$ cat config.mk
export PLATFORM = sky130hd
export DESIGN_NAME = vga_timing_rx
export DESIGN_NICKNAME = d
export VERILOG_FILES = /design/src/rtl/vga_timing_rx.sv
export SDC_FILE = /design/constraint.sdc
export NUM_CORES = 1
export LEC_CHECK = 0
export CAP_MARGIN = 20
export CORE_ASPECT_RATIO = 0.75
export CORE_MARGIN = 5
export CORE_UTILIZATION = 50
export DETAILED_ROUTE_END_ITERATION = 16
export PLACE_DENSITY_LB_ADDON = 0.3
export SLEW_MARGIN = 20
export SYNTH_ARGS = -nofsm -noshare
export SYNTH_HDL_FRONTEND = slang
export SYNTH_SLANG_ARGS = --single-unit
export TNS_END_PERCENT = 5
$ cat constraint.sdc
create_clock -name clk -period 3.2 [get_ports clk]
set_input_delay 0.32 -clock clk [delete_from_list [all_inputs] [get_ports clk]]
set_output_delay 0.32 -clock clk [all_outputs]
set_load 0.02 [all_outputs]
$ cat src/rtl/vga_timing_rx.sv
// vga_timing_rx: recovers pixel timing from an hsync/vsync/de stream on the
// pixel clock. Produces active-pixel coordinates, line/frame strobes, the
// measured raw timing and a lock flag.
//
// Optional feature: define VGA_RX_ERR_CNT_EN to build a saturating 8-bit
// lock-loss counter on err_cnt. Without it err_cnt is tied to zero.
//
// state_dbg exposes the recovery FSM (SEARCH/MEASURE/LOCKED) for debug.
module vga_timing_rx #(
    parameter int CW      = 12,
    parameter int TIMEOUT = 4095
) (
    input  logic          clk,
    input  logic          rst_n,
    input  logic          hsync,
    input  logic          vsync,
    input  logic          de,
    output logic [9:0]    x,
    output logic [9:0]    y,
    output logic          pix_valid,
    output logic          line_start,
    output logic          frame_start,
    output logic [CW-1:0] h_total,
    output logic [CW-1:0] v_total,
    output logic [CW-1:0] h_active,
    output logic [CW-1:0] v_active,
    output logic          locked,
    output logic [7:0]    err_cnt,
    output logic [1:0]    state_dbg
);

    typedef enum logic [1:0] {
        SEARCH  = 2'd0,
        MEASURE = 2'd1,
        LOCKED  = 2'd2
    } state_t;

    localparam logic [CW-1:0] CNT_MAX = '1;
    localparam logic [CW-1:0] TO_VAL  = CW'(TIMEOUT);

    state_t        state, state_nxt;

    logic          hs_q, hs_qq, vs_q, vs_qq, de_q, de_qq;
    logic          hs_fall, vs_fall, de_rise, de_fall;

    logic [CW-1:0] hcnt;      // clocks since the last hsync falling edge
    logic [CW-1:0] line_len;  // length of the most recent complete line
    logic [CW-1:0] de_run;    // de-high clocks in the current line
    logic [CW-1:0] lcnt;      // hsync falls since the last vsync fall
    logic [CW-1:0] dlcnt;     // de falls since the last vsync fall
    logic          line_bad;  // a line in this frame differed from its predecessor
    logic          have_ref;  // the previous frame was complete and clean

    logic [CW-1:0] new_len, len_now, lines_now, dlines_now;
    logic          bad_now, frame_match, timeout, meas_en;

    function automatic logic [CW-1:0] sat_inc(input logic [CW-1:0] v);
        return (v == CNT_MAX) ? v : v + 1'b1;
    endfunction

    // Edge detectors; syncs idle high so reset leaves no false edge.
    assign hs_fall = hs_qq & ~hs_q;
    assign vs_fall = vs_qq & ~vs_q;
    assign de_rise = de_q & ~de_qq;
    assign de_fall = de_qq & ~de_q;

    // Values as they stand once this cycle's hsync/de edge is accounted for,
    // so a coincident vsync fall sees the line that just ended.
    assign new_len     = sat_inc(hcnt);
    assign len_now     = hs_fall ? new_len : line_len;
    assign lines_now   = hs_fall ? sat_inc(lcnt) : lcnt;
    assign dlines_now  = de_fall ? sat_inc(dlcnt) : dlcnt;
    assign bad_now     = line_bad | (hs_fall & (new_len != line_len));
    assign frame_match = have_ref & ~bad_now &
                         (lines_now == v_total) & (len_now == h_total);
    assign timeout     = (hcnt >= TO_VAL);
    assign meas_en     = (state != SEARCH);

    assign locked    = (state == LOCKED);
    assign state_dbg = state;

    // Two-stage input registers feeding the edge detectors.
    always_ff @(posedge clk or negedge rst_n) begin
        if (!rst_n) begin
            hs_q  <= 1'b1;
            hs_qq <= 1'b1;
            vs_q  <= 1'b1;
            vs_qq <= 1'b1;
            de_q  <= 1'b0;
            de_qq <= 1'b0;
        end else begin
            hs_q  <= hsync;
            hs_qq <= hs_q;
            vs_q  <= vsync;
            vs_qq <= vs_q;
            de_q  <= de;
            de_qq <= de_q;
        end
    end

    // Pixel coordinates and strobes, two clocks behind the inputs.
    always_ff @(posedge clk or negedge rst_n) begin
        if (!rst_n) begin
            x           <= '0;
            y           <= '0;
            pix_valid   <= 1'b0;
            line_start  <= 1'b0;
            frame_start <= 1'b0;
        end else begin
            pix_valid   <= de_q;
            line_start  <= de_rise;
            frame_start <= vs_fall;
            if (de_rise) begin
                x <= '0;
            end else if (de_q) begin
                x <= x + 10'd1;
            end
            if (vs_fall) begin
                y <= '0;
            end else if (de_fall) begin
                y <= y + 10'd1;
            end
        end
    end

    // Line-level counters: line length, de run length, bad-line flag.
    always_ff @(posedge clk or negedge rst_n) begin
        if (!rst_n) begin
            hcnt     <= '0;
            line_len <= '0;
            de_run   <= '0;
            line_bad <= 1'b0;
        end else begin
            if (hs_fall) begin
                hcnt     <= '0;
                line_len <= new_len;
            end else begin
                hcnt <= sat_inc(hcnt);
            end
            if (de_rise) begin
                de_run <= {{(CW-1){1'b0}}, 1'b1};
            end else if (de_q) begin
                de_run <= sat_inc(de_run);
            end
            if (vs_fall) begin
                line_bad <= 1'b0;
            end else if (hs_fall && (new_len != line_len)) begin
                line_bad <= 1'b1;
            end
        end
    end

    // Frame-level counters and the published measurements.
    always_ff @(posedge clk or negedge rst_n) begin
        if (!rst_n) begin
            lcnt     <= '0;
            dlcnt    <= '0;
            have_ref <= 1'b0;
            h_total  <= '0;
            v_total  <= '0;
            h_active <= '0;
            v_active <= '0;
        end else begin
            if (vs_fall) begin
                lcnt  <= '0;
                dlcnt <= '0;
            end else begin
                lcnt  <= lines_now;
                dlcnt <= dlines_now;
            end
            // A reference frame only counts if it was measured out of SEARCH
            // and contained no irregular line.
            if (timeout || !meas_en) begin
                have_ref <= 1'b0;
            end else if (vs_fall) begin
                have_ref <= ~bad_now;
            end
            if (meas_en && vs_fall) begin
                h_total  <= len_now;
                v_total  <= lines_now;
                v_active <= dlines_now;
            end
            if (meas_en && de_fall) begin
                h_active <= de_run;
            end
        end
    end

    // FSM state register.
    always_ff @(posedge clk or negedge rst_n) begin
        if (!rst_n) begin
            state <= SEARCH;
        end else begin
            state <= state_nxt;
        end
    end

    // FSM next state: timeout wins, otherwise decide at each frame boundary.
    always_comb begin
        state_nxt = state;
        if (timeout) begin
            state_nxt = SEARCH;
        end else if (vs_fall) begin
            case (state)
                SEARCH:  state_nxt = MEASURE;
                MEASURE: state_nxt = frame_match ? LOCKED : MEASURE;
                LOCKED:  state_nxt = frame_match ? LOCKED : MEASURE;
                default: state_nxt = SEARCH;
            endcase
        end
    end

`ifdef VGA_RX_ERR_CNT_EN
    // Count every exit from LOCKED, saturating at 255.
    always_ff @(posedge clk or negedge rst_n) begin
        if (!rst_n) begin
            err_cnt <= '0;
        end else if ((state == LOCKED) && (state_nxt != LOCKED) && (err_cnt != 8'hFF)) begin
            err_cnt <= err_cnt + 8'd1;
        end
    end
`else
    assign err_cnt = '0;
`endif

endmodule

# Word level (Yosys, flattened, before mapping)

Index checks and enable logic that the tools add are counted.

Bits in registers: 140
Input bits: 5
Output and inout bits: 82
Logic and storage cells: 91

$add $sub $neg: 6
Magnitude comparators: 1
Equality and inequality tests: 10
Mux-type cells: 24
Bitwise operators: 14
Reduce and logical (&&, ||, !) cells: 14

Operators by type and width:

| operator                                                        | number |
|---|---|
| 12-bit 2-to-1 mux                                               | 12 |
| 12-bit by 1-bit adder with 12-bit output, second input constant | 4 |
| 12-bit == test, second input constant                           | 4 |
| 10-bit 2-to-1 mux                                               | 4 |
| 12-bit == test                                                  | 2 |
| 10-bit by 1-bit adder with 10-bit output, second input constant | 2 |
| 12-bit >= comparator, second input constant                     | 1 |
| 12-bit inequality test                                          | 1 |
| 2-bit nonzero test                                              | 6 |
| 1-bit AND                                                       | 8 |
| 2-bit 2-to-1 mux                                                | 3 |
| 1-bit NOT                                                       | 5 |
| 1-bit 2-to-1 mux                                                | 4 |
| 2-bit case mux with 2 select lines                              | 1 |
| 1-bit logical AND                                               | 3 |
| 2-bit by 1-bit == test with 1-bit output, second input constant | 1 |
| 2-bit == test, second input constant                            | 1 |
| 2-bit logical NOT                                               | 1 |
| 2-bit inequality test, second input constant                    | 1 |
| 2-bit AND reduction                                             | 1 |
| 2-bit OR reduction                                              | 1 |
| 1-bit logical NOT                                               | 1 |
| 1-bit logical OR                                                | 1 |
| 1-bit bitwise OR                                                | 1 |

# Longest topological paths before layout

Gate-level depths: netlist of the first run.

Word-level depth: 13
Mapped depth: 12
Mapped depth without buffers: 10

# Worst setup path after synthesis of the first run

OpenSTA, ideal clock, no wires.

Path type: register -> register
Start: register hcnt[1]
End: register state[1], in the netlist state_dbg[1]
Library setup time: 0.077 ns
Data arrival time: 3.001 ns
Required time: 3.123 ns
Slack: 0.121 ns
Cell stages (with the launch flop): 12
Path buffers: 1
Period minus slack after synthesis: 3.079 ns
Path through: dfrtp_1 ha_1 and4_1 buf_6 and3_4 a2111o_1 a311oi_2 nand4_1 o41ai_2 nand4_1 or4_1 a21oi_1

Cells in the longest elaborated chain, start to end: 13
Elaborated cells on any way between the ends: 18
Classes of those cells: add/sub: 1; order compare: 1; eq/ne: 3; mux: 6; bitwise: 6; reduce/logical: 1

RTL lines:

| what                                                                              | RTL line | RTL |
|---|---|---|
| start, declared                                                                   | 46       | `logic [CW-1:0] hcnt;` |
| start signal, assigned                                                            | 138      | `hcnt <= sat_inc(hcnt);` |
| 12-bit by 1-bit adder with 12-bit output / 12-bit == test (equally long branches) | 58       | `return (v == CNT_MAX) ? v : v + 1'b1;` |
| 12-bit 2-to-1 mux                                                                 | n/a      |  |
| 12-bit inequality test                                                            | 73       | `assign bad_now = line_bad \| (hs_fall & (new_len != line_len));` |
| 1-bit AND                                                                         | 73       |  |
| 1-bit bitwise OR                                                                  | 73       |  |
| 1-bit NOT                                                                         | 74       | `assign frame_match = have_ref & ~bad_now &` |
| 1-bit AND (2 in series)                                                           | 74       |  |
| 1-bit AND                                                                         | 75       | `(lines_now == v_total) & (len_now == h_total);` |
| 2-bit 2-to-1 mux                                                                  | 206, 207 |  |
| 2-bit case mux with 2 select lines                                                | 204      | `case (state)` |
| 2-bit 2-to-1 mux                                                                  | 203      | `end else if (vs_fall) begin` |
| 2-bit 2-to-1 mux                                                                  | 201      | `if (timeout) begin` |
| end signal, assigned                                                              | 194      | `state <= state_nxt;` |
| end, declared                                                                     | 41       | `state_t state, state_nxt;` |

Parallel ways exist; a longest one is shown, timed or not. The select of a mux whose other input is x is not followed.
A chain may end at the register's enable or synchronous reset.

# Final worst setup path of the first run

Start: register lcnt[9]
End: register state[1], in the netlist state_dbg[1]

Cells in the longest elaborated chain, start to end: 10
Elaborated cells on any way between the ends: 11
Classes of those cells: add/sub: 1; eq/ne: 2; mux: 6; bitwise: 2

RTL lines:

| what                                                                              | RTL line | RTL |
|---|---|---|
| start, declared                                                                   | 49       | `logic [CW-1:0] lcnt;` |
| start signal, assigned                                                            | 168      | `lcnt <= lines_now;` |
| 12-bit by 1-bit adder with 12-bit output / 12-bit == test (equally long branches) | 58       |  |
| 12-bit 2-to-1 mux                                                                 | 58       |  |
| 12-bit 2-to-1 mux (*)                                                             | 71       | `assign lines_now = hs_fall ? sat_inc(lcnt) : lcnt;` |
| 12-bit == test (*)                                                                | 75       |  |
| 1-bit AND (*)                                                                     | 74       |  |
| 1-bit AND (*)                                                                     | 75       |  |
| 2-bit 2-to-1 mux (*)                                                              | 206, 207 |  |
| 2-bit case mux with 2 select lines (*)                                            | 204      |  |
| 2-bit 2-to-1 mux (*)                                                              | 203      |  |
| 2-bit 2-to-1 mux (*)                                                              | 201      |  |

Mark *: on every way between the ends. The rest lies on a longest branch, timed or not. The select of a mux whose other input is x is not followed.

==> metrics.csv, run 1 <==
metric;value;unit
period_share;94.6;%
initial_core_util;50.9;%
p_per_area;605;nW/um2
mostFrequentLayoutCell;dfrtp_1;
tightest_slew;0.719;ns
setup_viol;0;
layout_common_cells;dfrtp_1, nand2_1, nor2_1, clkdlybuf4s50_1, o21ai_0;
die_w;146;um
drv_cap;0;
critPathArrivalTime;3.38;ns
drive_gt1_share;12.5;%
whs;0.300;ns
vias;5687;
cts_inserted_buffers;17;
synth_seq_area_share;50.5;%
ant_nets;0;
outcome;complete, no violations;
switchingPower;1.57;mW
antenna_cells;0;
track_usage;22.2;%
dr.first_iter.drc_count;438;
p_int;3.74;mW
power_frac_clock;38.0;%
skew;0.0133;ns
htree_levels;4;
cp.required;3.55;ns
crit_fanout;9;
num_io_pins;87;
layout.cells.non_filler;1002;
dieHeight;112;um
seqPwrFrac;40.3;%
holdCritStartpoint;vsync;
clk_path_buf_depth;2;
report.final.slew_viol_count;0;
clk_pin_slew;0.06;ns
leakage;3.84;nW
max-vdd-ir-drop;0.410;mV
grt_pass1_wl;29200;um
antenna_found_initial;0;
synthCells;718;
setup_ws;0.172;ns
holdCritPathClass;in2reg;
synth_edf_count;0;
crit_type;reg2reg;
die_area;16400;um2
max_slew_margin;52.1;%
start_kind;flop;
fin_area;8770;um2
drt_first_pass_iters;5;
io_buffers;78;
place_ws;-0.184;ns
rows;37;
grt_max_degree;77;
synth_area;6950;um2
synth-main-ff-cell;dfrtp_1;
remaining_drc_errors;0;
cts.sinks;140;
nets;829;
yosysWarnings;0;
dpl.cell_count;968;
grt_pass1_vias;5562;
ys_types;65;
async_reset_ff_share;100;%
overflow;0;
max_clock_freq;330;MHz
area_growth;26.3;%
gp_congestion;0.936;
syn_area_per_cell;9.68;um2
wl_per_cell;17.6;um
end_kind;flop;
p_comb_share;21.6;%
p_sw_share;29.5;%
clock_latency;0.42;ns
cts_root_buf;clkbuf_16;
place_area;8030;um2
min_period;3.03;ns
worstSetupStartpoint;lcnt[9];
hpwl;12600;um
r2r_start;lcnt[9];
hold_viol_final;0;
core_area;13700;um2
drt-total-wl;17600;um
vias_per_cell;5.68;
grt_setup_unrepaired;no;
cts_tree;done;
synth_seq_cells;140;
cell families after synthesis:
family / after synthesis / synth area share, %
AOI/OAI and AO/OA: 118 / 10.5
xor gates and xnor gates: 66 / 8.52
adders and majority gates: 9 / 1.62
buffers and inverters: 55 / 3.69
DFF: 140 / 50.5
muxes: 24 / 3.69
other: 1 / 0.0540
and+or+nand+nor: 305 / 21.4
cells in the mapped netlist (9+ instances only):
cell      instances  area share [%]
a21oi_1          18             1.3
clkbuf_1         24             1.3
dfrtp_1         136              49
ha_1              9             1.6
inv_1            17            0.92
mux2_2           13             2.1
mux2i_1          11             1.6
nand2_1          99             5.3
nand2b_1         13             1.2
nand3_1          32             2.3
nand4_1          19             1.7
nor2_1           80             4.3
nor3_1           10            0.72
o21ai_0          58             4.2
xnor2_1          23             2.9
xor2_1           42             5.3
worst paths after layout:
path                           endpoint  slack, ns  cells after the start
hold reg to reg                   vs_qq       0.36                      0
setup / recovery           state_dbg[1]       0.17                      9
setup reg to reg           state_dbg[1]       0.17                      9
min in group asynchronous      dlcnt[1]       0.49                      2
hold / removal                     vs_q       0.30                      1
max in group asynchronous          hs_q       1.93                      3
sequential cells by signal, indices dropped and copies added (netlist names), 2 cells and up:
name / flops
v_total: 12
h_active: 12
hcnt: 12
dlcnt: 12
h_total: 12
de_run: 12
line_len: 12
v_active: 12
y: 10
lcnt: 12
state_dbg: 2
x: 10
worst max-delay path: stages, from the launching register on:
cell and delay, ns:
dfrtp_1 0.50, nand3_1 0.25, nor4_4 0.29, nand2b_1 0.20, mux2i_1 0.28, o2111ai_1 0.23, a2111oi_2 0.42, nand4_1 0.15
or4_1 0.49, a21oi_1 0.15
layout make-up:
| type | instances | area, um2 |
|---|---|---|
| sequential | 140 | 3510 |
| tap | 175 | 219 |
| multi-input combinational | 530 | 3310 |
| clock inverter | 10 | 139 |
| timing repair buffer | 109 | 1060 |
| inverter | 17 | 63.8 |
| fill | 1084 | 4880 |
| clock buffer | 21 | 470 |
layer usage:
layer	track usage, %	vias up	share of wire (%)
met1	33.0	2775	48
met5	0	-	0
met3	5.81	22	6.7
li1	-	2673	-
met4	6.20	0	1.0
met2	32.2	217	44
through the flow:
| stage | TNS [ns] | utilization [%] | power, mW |
|---|---|---|---|
| 2_1_floorplan | 0 | - | 2.75 |
| 5_1_grt | 0 | 64.2 | 5.54 |
| 3_3_place_gp | -0.0278 | 58.8 | 3.23 |
| 3_5_place_dp | -0.184 | 58.8 | 3.25 |
| 4_1_cts | 0 | 63.4 | 5.29 |
| 6_report | 0 | 64.2 | 5.31 |
power by group through the flow:
stage	Clock [mW]	Sequential (mW)	Combinational [mW]
after floorplan	0	2.23	0.515
after global placement	0	2.16	1.07
after detailed placement	0	2.16	1.09
after CTS	2.05	2.13	1.10
after global routing	2.13	2.17	1.24
final	2.02	2.14	1.15
what timing repair did:
action / in CTS / in global routing
endpoints found under the hold margin: 72 / 0
pin swaps: 2 / 2
resized for setup: 2 / 19
hold buffers: 1 / 0
endpoints found under the setup margin: 1 / 1
setup buffers: 1 / 1
Power figures use the tool's default switching activity.
==> run 2, diff against run 1 <==
--- a/config.mk
+++ b/config.mk
@@ -11,6 +11,7 @@
 export CORE_UTILIZATION = 50
 export DETAILED_ROUTE_END_ITERATION = 16
 export PLACE_DENSITY_LB_ADDON = 0.3
+export SKIP_LAST_GASP = 1
 export SLEW_MARGIN = 20
 export SYNTH_ARGS = -nofsm -noshare
 export SYNTH_HDL_FRONTEND = slang
==> metrics.csv, run 2 (synthesized netlist as in run 1, its figures left out) <==
metric;value;unit;change
io_buffers;78;;unchanged
nets;829;;unchanged
holdCritPathClass;in2reg;;unchanged
hold_viol_final;0;;unchanged
crit_fanout;6;;was 9
antenna_found_initial;0;;unchanged
dr.first_iter.drc_count;454;;was 438
clk_pin_slew;0.06;ns;about the same
setup_ws;0.168;ns;was 0.172 ns
cp.required;3.55;ns;about the same
max_clock_freq;330;MHz;about the same
outcome;complete, no violations;;unchanged
vias;5683;;was 5,687
area_growth;26.2;%;was 26.3%
multiInputGateArea;3310;um2;about the same
skew;0.0107;ns;was 0.0133 ns
clock_latency;0.42;ns;about the same
wl_per_cell;17.6;um;about the same
setup_viol;0;;unchanged
drive_gt1_share;12.3;%;was 12.5%
crit_type;reg2reg;;unchanged
initial_core_util;50.9;%;unchanged
num_io_pins;87;;unchanged
cts.sinks;140;;unchanged
fill_cells;1089;;was 1,084
rows;37;;unchanged
grt_pass1_wl;29200;um;unchanged
gp_congestion;0.936;;unchanged
cts_inserted_buffers;17;;unchanged
htree_levels;4;;unchanged
grt_setup_unrepaired;yes;;was no
drt-total-wl;17600;um;about the same
max-vdd-ir-drop;0.412;mV;was 0.410 mV
min_period;3.03;ns;about the same
grt_pass1_vias;5562;;unchanged
track_usage;22.2;%;unchanged
cts_tree;done;;unchanged
core_area;13700;um2;unchanged
grt_max_degree;77;;unchanged
place_ws;-0.184;ns;unchanged
end_kind;flop;;unchanged
ff_latch_area;3510;um2;unchanged
die_w;146;um;unchanged
ant_nets;0;;unchanged
dieHeight;112;um;unchanged
die_area;16400;um2;unchanged
leakage;3.84;nW;about the same
p_per_area;605;nW/um2;about the same
tightest_slew;0.733;ns;was 0.719 ns
clk_path_buf_depth;2;;unchanged
critPathArrivalTime;3.38;ns;about the same
drv_cap;0;;unchanged
mostFrequentLayoutCell;dfrtp_1;;unchanged
cts_root_buf;clkbuf_16;;unchanged
drt_first_pass_iters;5;;unchanged
antenna_cells;0;;unchanged
hpwl;12600;um;unchanged
postLayoutCoreUtil;64.2;%;about the same
dpl.cell_count;968;;unchanged
report.final.slew_viol_count;0;;unchanged
overflow;0;;unchanged
layout.cells.non_filler;1002;;unchanged
layout_common_cells;dfrtp_1, nand2_1, nor2_1, clkdlybuf4s50_1, o21ai_0;;unchanged
period_share;94.7;%;was 94.6%
remaining_drc_errors;0;;unchanged
start_kind;flop;;unchanged
max_slew_margin;51.1;%;was 52.1%
vias_per_cell;5.67;;was 5.68
-- run 2: layer usage --
metal / global-route usage, % / part of all wire (%) / vias up
met5: 0 / 0 / -
met4: 6.20 / 1.1 / 0
met3: 5.81 / 7.0 / 20
met2: 32.2 / 44 / 213
met1: 33.0 / 48 / 2773
li1: - / - / 2677
-- run 2: what timing repair did --
action / CTS / global route
pin swaps: 2 / 2
setup endpoints to repair: 1 / 1
setup buffers: 1 / 1
endpoints found under the hold margin: 72 / 0
hold buffers: 1 / 0
resized for setup: 2 / 18
cloned: 0 / 0
-- run 2: area by class of cell --
type	instances	share of cell area, %
inverter	17	0.728
multi-input combinational	530	37.7
sequential	140	40.0
clock inverter	10	1.58
timing repair buffer	109	12.1
clock buffer	21	5.37
tap	175	2.50
-- run 2: per-stage QoR --
stage	TNS, ns	total power, mW	hold WS [ns]	instance area (um2)
6_report	0	5.31	0.299	8770
5_1_grt	0	5.54	0.299	8770
4_1_cts	0	5.29	0.283	8660
3_5_place_dp	-0.184	3.25	0.355	8030
3_3_place_gp	-0.0278	3.23	0.355	8030
2_1_floorplan	0	2.75	0.0244	6970
-- run 2: worst max-delay path, stage by stage (launching register included) --
cell	delay (ns)
dfrtp_1	0.41
buf_4	0.18
xor2_2	0.19
and2b_1	0.18
xnor2_1	0.12
a2111oi_1	0.44
nand4_1	0.28
o41ai_4	0.32
nand4_1	0.15
or4_1	0.54
a21oi_1	0.15
-- run 2: power breakdown --
part	switching, mW	internal, mW
Clock	0.736	1.28
Sequential	0.200	1.94
Combinational	0.629	0.520
-- run 2: path summary, 6_finish.rpt --
check                        start      endpoint  slack [ns]  depth (start not counted)
min reg2reg                   vs_q         vs_qq        0.36                          0
max                        hcnt[0]  state_dbg[1]        0.17                         10
max in group asynchronous    rst_n          hs_q        1.92                          3
min                          vsync          vs_q        0.30                          1
min in group asynchronous    rst_n      dlcnt[1]        0.48                          2
max reg2reg                hcnt[0]  state_dbg[1]        0.17                         10
